$ cat config.mk
export PLATFORM = sky130hd
export DESIGN_NAME = kbd_seg_scan
export DESIGN_NICKNAME = d
export VERILOG_FILES = /design/src/rtl/kbd_pkg.sv /design/src/rtl/hex_to_seg7.sv /design/src/rtl/kbd_seg_scan.sv
export SDC_FILE = /design/constraint.sdc
export NUM_CORES = 1
export LEC_CHECK = 0
export BUFFER_PORTS_ARGS = -buffer_cell sky130_fd_sc_hd__buf_2
export CORE_ASPECT_RATIO = 1.4
export CORE_MARGIN = 10
export CORE_UTILIZATION = 50
export DETAILED_ROUTE_END_ITERATION = 12
export PLACE_DENSITY = 0.72
export SLEW_MARGIN = 0
export SYNTH_ARGS = -nofsm -noshare
export SYNTH_HDL_FRONTEND = slang
export SYNTH_SLANG_ARGS = --single-unit
export TNS_END_PERCENT = 1
$ cat constraint.sdc
create_clock -name clk -period 3.75 [get_ports clk]
set_input_delay 0.375 -clock clk [delete_from_list [all_inputs] [get_ports clk]]
set_output_delay 0.375 -clock clk [all_outputs]
set_load 0.005 [all_outputs]
$ cat src/rtl/kbd_pkg.sv
// Shared constants and types for the keyboard seven-segment scan slice.
package kbd_pkg;

  // Active-low glyphs for a common-anode digit: [6:0]=g..a, [7]=dp (held off).
  localparam logic [7:0] SEG_BLANK = 8'hFF;
  localparam logic [7:0] SEG_C     = 8'hC6;
  localparam logic [7:0] SEG_S     = 8'h92;

  // Hex glyphs, entry 0 in the least significant byte.
  localparam logic [15:0][7:0] HEX_GLYPH = {
    8'h8E, 8'h86, 8'hA1, 8'hC6, 8'h83, 8'h88, 8'h90, 8'h80,
    8'hF8, 8'h82, 8'h92, 8'h99, 8'hB0, 8'hA4, 8'hF9, 8'hC0
  };

  // Digit-slot assignment on the 8-digit bank.
  localparam logic [2:0] DIG_CODE_LO  = 3'd0;
  localparam logic [2:0] DIG_CODE_HI  = 3'd1;
  localparam logic [2:0] DIG_ASCII_LO = 3'd2;
  localparam logic [2:0] DIG_ASCII_HI = 3'd3;
  localparam logic [2:0] DIG_COUNT_LO = 3'd4;
  localparam logic [2:0] DIG_COUNT_HI = 3'd5;
  localparam logic [2:0] DIG_FLAGS    = 3'd6;
  localparam logic [2:0] DIG_UNUSED   = 3'd7;

  // Per-frame snapshot of everything the display shows.
  typedef struct packed {
    logic       segs_en;
    logic [7:0] code;
    logic [7:0] ascii;
    logic [7:0] count;
    logic       shift;
    logic       ctrl;
  } snap_t;

endpackage

$ cat src/rtl/hex_to_seg7.sv
// Nibble to active-low seven-segment glyph (dp off).
module hex_to_seg7
  import kbd_pkg::*;
(
  input  logic [3:0] nibble,
  output logic [7:0] seg_n
);

  // Table lookup of the hex glyph.
  always_comb begin
    seg_n = HEX_GLYPH[nibble];
  end

endmodule

$ cat src/rtl/kbd_seg_scan.sv
// Time-multiplexed scan of the 8-digit keyboard status display.
// Optional anti-ghosting blanking at the start of every slot is built when
// KBD_SCAN_DEADTIME_EN is defined.
module kbd_seg_scan
  import kbd_pkg::*;
#(
  parameter int unsigned SCAN_DIV    = 50000,
  parameter int unsigned DEAD_CYCLES = 16
) (
  input  logic       clk,
  input  logic       rst,
  input  logic       segs_enable,
  input  logic [7:0] code_byte,
  input  logic [7:0] ascii_byte,
  input  logic [7:0] count_byte,
  input  logic       shift_flag,
  input  logic       ctrl_flag,
  output logic [7:0] seg_n,
  output logic [7:0] an_n,
  output logic [2:0] digit_idx,
  output logic       frame_tick
);

  localparam int unsigned DIV_W = (SCAN_DIV > 1) ? $clog2(SCAN_DIV) : 1;

`ifdef KBD_SCAN_DEADTIME_EN
  localparam bit DEAD_EN = 1'b1;
`else
  localparam bit DEAD_EN = 1'b0;
`endif

  logic [DIV_W-1:0] div_cnt_q, div_cnt_d;
  logic [2:0]       digit_idx_q, digit_idx_d;
  logic             frame_tick_q, frame_tick_d;
  snap_t            snap_q, snap_d;
  logic [7:0]       seg_n_q, seg_n_d;
  logic [7:0]       an_n_q, an_n_d;

  logic       slot_end;
  logic       frame_start;
  logic [3:0] nibble;
  logic [7:0] glyph;
  logic       lit;

  // Prescaler, slot sequencing and once-per-frame input snapshot.
  always_comb begin
    slot_end     = (div_cnt_q == DIV_W'(SCAN_DIV - 1));
    frame_start  = slot_end && (digit_idx_q == DIG_UNUSED);
    div_cnt_d    = slot_end ? '0 : div_cnt_q + DIV_W'(1);
    digit_idx_d  = slot_end ? digit_idx_q + 3'd1 : digit_idx_q;
    frame_tick_d = frame_start;
    snap_d       = snap_q;
    if (frame_start) begin
      snap_d.segs_en = segs_enable;
      snap_d.code    = code_byte;
      snap_d.ascii   = ascii_byte;
      snap_d.count   = count_byte;
      snap_d.shift   = shift_flag;
      snap_d.ctrl    = ctrl_flag;
    end
  end

  // Pick the nibble for the upcoming slot from the upcoming snapshot, so the
  // new frame's content appears on the same edge that starts the frame.
  always_comb begin
    nibble = 4'h0;
    case (digit_idx_d)
      DIG_CODE_LO:  nibble = snap_d.code[3:0];
      DIG_CODE_HI:  nibble = snap_d.code[7:4];
      DIG_ASCII_LO: nibble = snap_d.ascii[3:0];
      DIG_ASCII_HI: nibble = snap_d.ascii[7:4];
      DIG_COUNT_LO: nibble = snap_d.count[3:0];
      DIG_COUNT_HI: nibble = snap_d.count[7:4];
      default:      nibble = 4'h0;
    endcase
  end

  hex_to_seg7 u_hex_to_seg7 (
    .nibble (nibble),
    .seg_n  (glyph)
  );

  // Segment/anode drive for the upcoming cycle; a blank digit never lights its anode.
  always_comb begin
    seg_n_d = SEG_BLANK;
    an_n_d  = '1;
    lit     = 1'b0;
    case (digit_idx_d)
      DIG_CODE_LO, DIG_CODE_HI, DIG_ASCII_LO, DIG_ASCII_HI: begin
        if (snap_d.segs_en) begin
          seg_n_d = glyph;
          lit     = 1'b1;
        end
      end
      DIG_COUNT_LO, DIG_COUNT_HI: begin
        seg_n_d = glyph;
        lit     = 1'b1;
      end
      DIG_FLAGS: begin
        if (snap_d.ctrl) begin
          seg_n_d = SEG_C;
          lit     = 1'b1;
        end else if (snap_d.shift) begin
          seg_n_d = SEG_S;
          lit     = 1'b1;
        end
      end
      default: begin
        lit = 1'b0;
      end
    endcase
    if (DEAD_EN && (32'(div_cnt_d) < DEAD_CYCLES)) begin
      seg_n_d = SEG_BLANK;
      lit     = 1'b0;
    end
    if (lit) begin
      an_n_d = ~(8'h01 << digit_idx_d);
    end
  end

  // State and output registers with synchronous reset.
  always_ff @(posedge clk) begin
    if (rst) begin
      div_cnt_q    <= '0;
      digit_idx_q  <= '0;
      frame_tick_q <= 1'b0;
      snap_q       <= '0;
      seg_n_q      <= SEG_BLANK;
      an_n_q       <= '1;
    end else begin
      div_cnt_q    <= div_cnt_d;
      digit_idx_q  <= digit_idx_d;
      frame_tick_q <= frame_tick_d;
      snap_q       <= snap_d;
      seg_n_q      <= seg_n_d;
      an_n_q       <= an_n_d;
    end
  end

  assign seg_n      = seg_n_q;
  assign an_n       = an_n_q;
  assign digit_idx  = digit_idx_q;
  assign frame_tick = frame_tick_q;

endmodule

==> results.tsv, run 1 <==
stage	metric	value	unit
critical_path	worstPathArrival	3.54	ns
logic_synthesis	synthXorXnorAreaFrac	4.52	%
logic_synthesis	yosys-top-cells-area	dfxtp_1, mux2i_1, nor2_1, ha_1, xor2_1	
pwr	pwr_density_cell	393	nW/um2
grt	grt_start_max_net_pins	35	
logic_synthesis	yosysTopAreaCellShare	42.7	%
pwr	ir_drop	0.301	mV
logic_synthesis	synthMuxAreaShare	13.3	%
timing	timing.fmax	0.307	GHz
logic_synthesis	synth.distinct_cells	53	
timing	grt_setup_unrepaired	no	
clock_tree	cts_resized	0	
critical_path	slowest_delay	0.52	ns
timing	skew	0.0100	ns
drt	drc	0	
layout	syn2layout_area_growth	17.7	%
layout	fillers	499	
timing	slew_headroom	59.2	%
drt	dr_total_vias	2250	
floorplanning	die_w	84.5	um
floorplanning	dieArea	9310	um2
logic_synthesis	synth_area	2910	um2
clock_tree	holdBufCountCts	0	
logic_synthesis	synth_compound_area_share	7.79	%
clock_tree	clk_pin_slew	0.08	ns
clock_tree	cts_sinks	62	
clock_tree	post_cts_buffers	0	
logic_synthesis	synth_adder_area_share	4.30	%
critical_path	critPathSlowestCell	or4b_4	
logic_synthesis	ys_ff_latch	62	
grt	grt_util_all_layers	14.2	%
layout	num-nets-final	390	
critical_path	timing.reg2reg.setup_slack	0.49	ns
status	status	completed	
critical_path	critPathCaptureType	flip-flop	
critical_path	worstPathMaxFanout	6	
logic_synthesis	syn_avg_cell_area	9.66	um2
timing	hold_viol_final	0	
critical_path	crit_buf_inv	1	
placement	finalWeightedCongestion	0.865	
critical_path	cp_data_required_time	4.03	ns
timing	holdWs	0.284	ns
placement	portBuffers	47	
floorplanning	die_h	110	um
drt	drtPass1Iterations	4	
layout	antenna_cells	0	
critical_path	cp-start-kind	flip-flop	
floorplanning	rows	32	
logic_synthesis	synth_edf_count	0	
grt	grt_pass1_wl	10700	um
clock_tree	root_buffer	clkbuf_8	
critical_path	crit_chain	ha_1, and3_1, and4_1, or4b_4, and2_1, o22ai_1, nor2_1, o221ai_1, inv_1, ha_1, nor3_1, a21oi_1, o21ai_1	
timing	worst_pin_slew	0.611	ns
logic_synthesis	synth_common_cells	dfxtp_1, nor2_1, mux2i_1, nand2_1	
timing	period_minus_slack	3.26	ns
pwr	p_leak	0.00159	uW
critical_path	cp_top_family	simple AND/OR/NAND/NOR gates	
drt	viasPerCell	5.31	
clock_tree	clockBufferDepth	2	
floorplanning	core_area	5570	um2
logic_synthesis	yosysTopAreaCell	dfxtp_1	
hold_path	hp-class	in2reg	
timing	tns	0	ns
logic_synthesis	synth.yosys.seq_area_share	42.7	%
grt	grt_pass1_vias	2318	
timing	slew_viol_final	0	
floorplanning	io_pins	49	
clock_tree	cts_tree	built	
layout	layout-drive-gt1-share	23.6	%
clock_tree	numCtsBuffers	9	
timing	finalSetupViolCount	0	
placement	dpl.hpwl	4790	um
logic_synthesis	synth_cells	301	
drt	antenna_left	0	
grt	antenna_found_initial	0	
drt	wl	6560	um
floorplanning	start_util	52.2	%
logic_synthesis	synth.most_common_cell	dfxtp_1	
critical_path	crit_top_cell	ha_1	
run	maxCapViolations	0	
clock_tree	clock_latency	0.35	ns
grt	overflow	0	
clock_tree	htree_levels	3	
logic_synthesis	synth_top_family_by_area	simple AND/OR/NAND/NOR gates	
logic_synthesis	ys.warnings.count	0	
drt	drtIter0Drc	63	
drt	drt-wirelength-per-cell	15.5	um
timing	post-route-period-util	86.9	%
logic_synthesis	synth-simple-area-share	23.5	%
logic_synthesis	async_reset_ff_share	0	%
logic_synthesis	yosys_most_used_dff	dfxtp_1	
critical_path	critical_path_class	reg2reg	
-- cell usage in the layout, fill, tap and decap left out, types with 10 or more instances in the layout --
master,Yosys,layout
buf_2,1,47
dfxtp_1,62,62
ha_1,10,10
mux2i_1,34,34
nand2_1,12,12
nand3_1,10,10
nor2_1,52,52
-- state kept, by name, summed over array words and instances (netlist names) --
name	flops
an_n	8
seg_n	7
digit_idx	3
snap_q	27
div_cnt_q	16
frame_tick	1
-- worst register-to-register path, cell delays in order (launching register included) --
cell and delay, ns:
dfxtp_1 0.35, ha_1 0.20, and3_1 0.29, and4_1 0.35, or4b_4 0.52, and2_1 0.21
o22ai_1 0.17, nor2_1 0.07, o221ai_1 0.18, inv_1 0.16, ha_1 0.28, nor3_1 0.21
a21oi_1 0.08, o21ai_1 0.14
-- metrics by stage --
stage | power (uW) | util (%) | setup WS [ns] | instances | area, um2
2_1_floorplan | 691 | - | 0.606 | 302 | 2910
6_report | 1340 | 61.5 | 0.490 | 424 | 3420
3_3_place_gp | 708 | 57.5 | 0.578 | 408 | 3200
3_5_place_dp | 708 | 57.5 | 0.521 | 408 | 3200
5_1_grt | 1380 | 61.5 | 0.205 | 424 | 3420
4_1_cts | 1350 | 61.5 | 0.508 | 424 | 3420
-- logic make-up after synthesis --
kind of cell / count (synthesis)
buf+inv: 22
fa+ha+maj: 10
flops: 62
compound gates: 34
xor+xnor: 15
other cells: 1
mux: 36
simple gates: 121
-- report_power, final --
part	internal, uW	switching (uW)	total, uW
logic	14.1	15.4	29.5
registers	661	1.93	663
clock network	376	276	651
total	1050	293	1340
-- layout make-up --
cell class / count / area (um2) / area share (%)
multi-input combinational: 218 / 1560 / 45.6
sequential: 62 / 1240 / 36.3
timing repair buffer: 55 / 295 / 8.63
clock buffer: 9 / 124 / 3.62
clock inverter: 7 / 98.8 / 2.89
tap: 68 / 85.1 / 2.49
inverter: 5 / 18.8 / 0.548
-- metal layers --
metal	up-vias	part of all wire, %	track usage [%]	wire [um]
met5	-	0	0	0
met4	0	1.6	5.31	104
met3	13	4.7	5.07	307
met2	39	54	27.1	3540
met1	1051	40	13.8	2610
li1	1147	-	-	-
-- worst paths after layout --
kind | cells past startpoint | startpoint | to
max | 13 | div_cnt_q[0] | seg_n[2]
min reg2reg | 1 | div_cnt_q[0] | div_cnt_q[0]
min | 3 | count_byte[1] | snap_q[3]
max reg2reg | 13 | div_cnt_q[0] | seg_n[2]
No activity file was read; power rests on OpenSTA's default activity.
==> run 2, diff against run 1 <==
--- a/config.mk
+++ b/config.mk
@@ -5,12 +5,11 @@
 export SDC_FILE = /design/constraint.sdc
 export NUM_CORES = 1
 export LEC_CHECK = 0
-export BUFFER_PORTS_ARGS = -buffer_cell sky130_fd_sc_hd__buf_2
 export CORE_ASPECT_RATIO = 1.4
 export CORE_MARGIN = 10
 export CORE_UTILIZATION = 50
 export DETAILED_ROUTE_END_ITERATION = 12
-export PLACE_DENSITY = 0.72
+export DONT_BUFFER_PORTS = 1
 export SLEW_MARGIN = 0
 export SYNTH_ARGS = -nofsm -noshare
 export SYNTH_HDL_FRONTEND = slang
==> run 2 against run 1 <==
Net effect: clock power is 24% lower; global-route usage is 1.0 points lower; die area unchanged; count of clock-buffer cells in the layout up 3; critical path depth unchanged; final cell count is 12% lower; power is 13% lower; via count decreased by 8.3%; sequential power about the same; critical path type unchanged; critical endpoint is now seg_n[3]; largest cell class unchanged.
==> results.tsv, run 2 (synthesis gave the netlist of run 1 again) <==
stage	metric	value	unit
status	status	completed	
drt	antenna_left	0	
timing	skew	0.0101	ns
critical_path	worstPathArrival	3.57	ns
pwr	ir_drop	0.230	mV
layout	largest_register	snap_q	
floorplanning	die_w	84.5	um
critical_path	critical_path_class	reg2reg	
grt	grt_start_max_net_pins	35	
pwr	p_leak	0.00139	uW
critical_path	rr_startpoint	div_cnt_q[0]	
layout	fillers	518	
timing	timing.fmax	0.296	GHz
clock_tree	cts_resized	0	
clock_tree	post_cts_buffers	0	
timing	grt_setup_unrepaired	no	
placement	portBuffers	0	
critical_path	worstPathMaxFanout	6	
grt	grt_util_all_layers	13.2	%
critical_path	critPathCaptureType	flip-flop	
critical_path	cp_data_required_time	3.94	ns
layout	most-common-layout-cells	dfxtp_1, nor2_1, mux2i_1	
clock_tree	cts_sinks	62	
floorplanning	die_h	110	um
clock_tree	htree_levels	3	
critical_path	cp_top_family	simple AND/OR/NAND/NOR gates	
floorplanning	start_util	52.2	%
drt	wl	6040	um
clock_tree	holdBufCountCts	0	
placement	dpl.hpwl	4540	um
hold_path	min-delay-start	rst	
critical_path	critPathLaunch	div_cnt_q[0]	
layout	final_common_cell	dfxtp_1	
layout	num-nets-final	341	
critical_path	crit_buf_inv	2	
grt	grt_pass1_vias	1985	
grt	antenna_found_initial	0	
hold_path	hp-class	in2reg	
timing	slew_viol_final	0	
clock_tree	clockBufferDepth	2	
drt	drc	0	
placement	finalWeightedCongestion	0.795	
layout	layout-drive-gt1-share	10.7	%
drt	dr_total_vias	2064	
timing	period_minus_slack	3.38	ns
floorplanning	rows	32	
timing	worst_pin_slew	0.756	ns
pwr	pwr_density_cell	375	nW/um2
timing	tns	0	ns
critical_path	cp-start-kind	flip-flop	
grt	grt_pass1_wl	9700	um
drt	drt-wirelength-per-cell	16.1	um
layout	largest_reg_flops	27	
drt	drtPass1Iterations	4	
drt	viasPerCell	5.50	
clock_tree	root_buffer	clkbuf_8	
floorplanning	dieArea	9310	um2
floorplanning	io_pins	49	
critical_path	critPathSlowestCell	or4b_4	
layout	syn2layout_area_growth	7.23	%
grt	overflow	0	
run	maxCapViolations	0	
critical_path	slowest_delay	0.53	ns
layout	final_area	3120	um2
critical_path	crit_chain	ha_1, and3_1, and4_1, or4b_4, and2_1, o22ai_1, nor2_1, o221ai_1, inv_1, ha_1, inv_1, mux2i_1, o221ai_1	
clock_tree	clk_pin_slew	0.07	ns
timing	slew_headroom	49.4	%
drt	drtIter0Drc	92	
clock_tree	cts_tree	built	
layout	final_core_util	56.0	%
timing	post-route-period-util	90.0	%
layout	antenna_cells	0	
timing	holdWs	0.107	ns
clock_tree	clock_latency	0.34	ns
timing	finalSetupViolCount	0	
floorplanning	core_area	5570	um2
timing	hold_viol_final	0	
clock_tree	numCtsBuffers	9	
placement	dpl_cell_area	2950	um2
## run 2: cell count changes in the layout (fill, tap and decap cells not counted)
cell | previous run | this run
clkinv_4 | 3 | 0
clkbuf_1 | 0 | 2
clkbuf_8 | 9 | 10
bufinv_16 | 2 | 0
buf_4 | 8 | 6
clkinv_2 | 1 | 3
buf_2 | 47 | 0
## run 2: power by group
group	internal, uW	switching (uW)
clock	254	243
sequential	662	2.17
combinational	3.85	4.86
total	920	250
## run 2: worst register-to-register path: stages (launching register included)
cell,delay (ns)
dfxtp_1,0.35
ha_1,0.21
and3_1,0.31
and4_1,0.39
or4b_4,0.53
and2_1,0.21
o22ai_1,0.18
nor2_1,0.07
o221ai_1,0.19
inv_1,0.17
ha_1,0.34
inv_1,0.04
mux2i_1,0.14
o221ai_1,0.13
## run 2: area by class of cell
class	instances	area, um2	area share (%)
clock buffers	12	145	4.65
clock inverters	4	22.5	0.722
multi-input cells	218	1560	50.0
flip-flops and latches	62	1240	39.8
inverters	5	18.8	0.602
well taps	68	85.1	2.73
repair buffers	6	45.0	1.44
## run 2: stage by stage
| step | instances | power [uW] | setup WS [ns] |
|---|---|---|---|
| after global routing | 375 | 1220 | 0.0913 |
| final | 375 | 1170 | 0.375 |
| after CTS | 375 | 1180 | 0.350 |
| after global placement | 359 | 687 | 0.421 |
| after floorplan | 302 | 691 | 0.606 |
| after detailed placement | 359 | 688 | 0.370 |
## run 2: worst paths after layout
check                                    end  slack [ns]  cells past startpoint
worst max-delay path                seg_n[3]        0.37                     13
worst min-delay path               snap_q[0]        0.11                      1
worst max register to register      seg_n[3]        0.37                     13
worst min register to register  div_cnt_q[0]        0.45                      1
## run 2: metal layers
layer	global-route usage, %	wire length [um]
met5	0	0
met4	7.31	157
met3	5.43	386
met2	22.4	3070
met1	13.6	2430
==> run 3, diff against run 2 <==
--- a/config.mk
+++ b/config.mk
@@ -13,5 +13,6 @@
 export SLEW_MARGIN = 0
 export SYNTH_ARGS = -nofsm -noshare
 export SYNTH_HDL_FRONTEND = slang
+export SYNTH_HIERARCHICAL = 1
 export SYNTH_SLANG_ARGS = --single-unit
 export TNS_END_PERCENT = 1
==> run 3 against run 2 <==
Net effect: register-to-register slack lost 0.16 ns; sequential cell count increased by 1; critical path type unchanged; count of clock-buffer cells in the layout unchanged; via count increased by 4.8%; wire length is 7.3% higher; synthesized cell count is 6.3% higher; non-clock buffer count rose by 2; largest cell class unchanged; critical endpoint is now seg_n[0]; clock skew shrank 0.0012 ns; maximum frequency down 4.4%.
==> results.tsv, run 3 <==
stage	metric	value	unit
floorplanning	start_util	51.7	%
logic_synthesis	synth.distinct_cells	47	
clock_tree	htree_levels	3	
critical_path	critical_path_class	reg2reg	
clock_tree	numCtsBuffers	9	
logic_synthesis	ys.warnings.count	6	
layout	largest_reg_flops	27	
critical_path	slowest_delay	0.45	ns
grt	grt_pass1_wl	10800	um
drt	wl	6480	um
pwr	total_power	1360	uW
placement	dpl.hpwl	4740	um
timing	skew	0.00889	ns
layout	most-common-layout-cells	dfxtp_1, nor2_1, mux2i_1	
timing	timing.fmax	0.283	GHz
grt	grt_pass1_vias	2161	
hold_path	hp-class	in2reg	
layout	reg_top3	snap_q x27, div_cnt_q x16	
layout	num-nets-final	360	
grt	overflow	0	
drt	drtIter0Drc	100	
layout	final_common_cell	dfxtp_1	
timing	worst_pin_slew	0.502	ns
critical_path	critPathCaptureType	flip-flop	
logic_synthesis	synth_common_cells	dfxtp_1, nor2_1, mux2i_1, nand2_1, o22ai_1	
timing	hold_viol_final	0	
layout	syn2layout_area_growth	8.81	%
logic_synthesis	synth.most_common_cell	dfxtp_1	
clock_tree	clockBufferDepth	2	
floorplanning	dieArea	9670	um2
floorplanning	rows	33	
drt	drt-wirelength-per-cell	16.4	um
logic_synthesis	async_reset_ff_share	0	%
logic_synthesis	yosysTopAreaCellShare	41.3	%
status	status	completed	
clock_tree	root_buffer	clkbuf_8	
drt	antenna_left	0	
logic_synthesis	yosysTopAreaCell	dfxtp_1	
timing	setup_slack	0.218	ns
timing	post-route-period-util	94.2	%
clock_tree	cts_tree	built	
logic_synthesis	syn_nets	359	
clock_tree	clk_pin_slew	0.07	ns
critical_path	crit_chain	ha_1, and3_1, and4_2, mux2i_2, o22ai_1, or3_1, inv_1, ha_1, and2b_2, or3b_1, o21ai_0, nand2_1, nand3_1	
placement	dpl_cell_area	3090	um2
drt	drc	0	
logic_synthesis	synth.yosys.seq_area_share	41.3	%
layout	fillers	537	
placement	portBuffers	0	
timing	grt_setup_unrepaired	no	
timing	period_minus_slack	3.53	ns
grt	grt_util_all_layers	13.9	%
run	maxCapViolations	0	
logic_synthesis	syn_avg_cell_area	9.54	um2
logic_synthesis	synth_edf_count	0	
layout	antenna_cells	0	
logic_synthesis	ys_ff_latch	63	
critical_path	worstPathArrival	3.81	ns
logic_synthesis	yosys-top-cells-area	dfxtp_1, mux2i_1, nor2_1, ha_1, o22ai_1	
pwr	pwr_density_cell	410	nW/um2
floorplanning	io_pins	49	
clock_tree	cts_sinks	63	
placement	finalWeightedCongestion	0.787	
logic_synthesis	synth_cells	320	
layout	final_area	3320	um2
pwr	p_leak	0.00116	uW
drt	drtPass1Iterations	4	
critical_path	critPathSlowestCell	mux2i_2	
logic_synthesis	synth_area	3050	um2
critical_path	worstPathMaxFanout	7	
timing	slew_headroom	65.5	%
clock_tree	clock_latency	0.34	ns
drt	viasPerCell	5.48	
floorplanning	die_w	86.0	um
critical_path	crit_top_cell	ha_1	
critical_path	cp-start-kind	flip-flop	
floorplanning	core_area	5900	um2
timing	finalSetupViolCount	0	
floorplanning	die_h	112	um
logic_synthesis	yosys_most_used_dff	dfxtp_1	
critical_path	cp_data_required_time	4.03	ns
timing	tns	0	ns
timing	slew_viol_final	0	
drt	dr_total_vias	2164	
pwr	ir_drop	0.249	mV
grt	antenna_found_initial	0	
layout	layout-drive-gt1-share	12.6	%
grt	grt_start_max_net_pins	38	
placement	place_ws	0.115	ns
layout	largest_register	snap_q	
==> run 3: cell types whose count changed in the layout (fill, tap and decap cells not counted), moves of 3 or more <==
cell and change:
mux2i_2 +4, nand2_1 +3, o221ai_1 -4, or3_1 +6, inv_1 +3, nand3_1 -5, nor3_1 +3, and3_1 -3
o22ai_1 +3, mux2_2 +3, o21ai_0 +6
==> run 3: final cells by class <==
type / instances / area [um2] / area share, %
timing repair buffer: 8 / 60.1 / 1.81
inverter: 8 / 30.0 / 0.904
multi-input combinational: 231 / 1650 / 49.7
clock buffer: 12 / 165 / 4.97
tap: 70 / 87.6 / 2.64
sequential: 63 / 1260 / 38.0
clock inverter: 3 / 65.1 / 1.96
==> run 3: path summary, 6_finish.rpt <==
kind	from	to	slack [ns]	cells past startpoint
worst max-delay path	div_cnt_q[0]	seg_n[0]	0.22	13
worst min-delay path	rst	snap_q[26]	0.10	1
worst max register to register	div_cnt_q[0]	seg_n[0]	0.22	13
worst min register to register	div_cnt_q[0]	div_cnt_q[0]	0.44	1
==> run 3: per-stage QoR <==
step	hold slack (ns)	utilization (%)	cells
2_1_floorplan	0.418	-	320
3_3_place_gp	0.429	52.3	380
3_5_place_dp	0.439	52.3	380
4_1_cts	0.0855	56.2	395
5_1_grt	0.0830	56.2	395
6_report	0.105	56.2	395
==> run 3: critical path: cells and delay by family (launching register included) <==
kind                     cells  cell delay [ns]
adder cells (fa/ha/maj)      2             0.49
AO/OA/AOI/OAI                2             0.23
multiplexers                 1             0.45
flip-flops                   1             0.35
buffers and inverters        1             0.17
AND/OR/NAND/NOR              7             1.78
==> run 3: cell families (layout without fill, tap and decap cells) <==
logic type,after synthesis,after routing,synth area share [%]
other,2,2,0.246
buffers and inverters,26,31,4.67
multiplexers,44,44,16.4
AO/OA/AOI/OAI,35,35,7.91
flip-flops,63,63,41.3
XOR/XNOR,12,12,3.44
adder cells (fa/ha/maj),10,10,4.10
AND/OR/NAND/NOR,128,128,21.9
==> run 3: power by group <==
part | leakage (uW) | total [uW] | switching, uW | internal, uW
clock | 0.000118 | 676 | 252 | 424
combinational | 0.000532 | 9.82 | 5.54 | 4.28
sequential | 0.000509 | 675 | 2.82 | 672
==> run 3: repair_timing <==
action | CTS | global route
hold buffers | 0 | 0
resized for setup | 0 | 2
endpoints found under the setup margin | 0 | 2
buffers inserted | 0 | 0
==> run 3: layer usage <==
metal	global-route usage [%]	up-vias	wire length, um
met5	0	-	0
met3	5.57	11	392
met2	23.7	41	3360
met1	14.7	1005	2600
li1	-	1107	-
met4	5.51	0	125
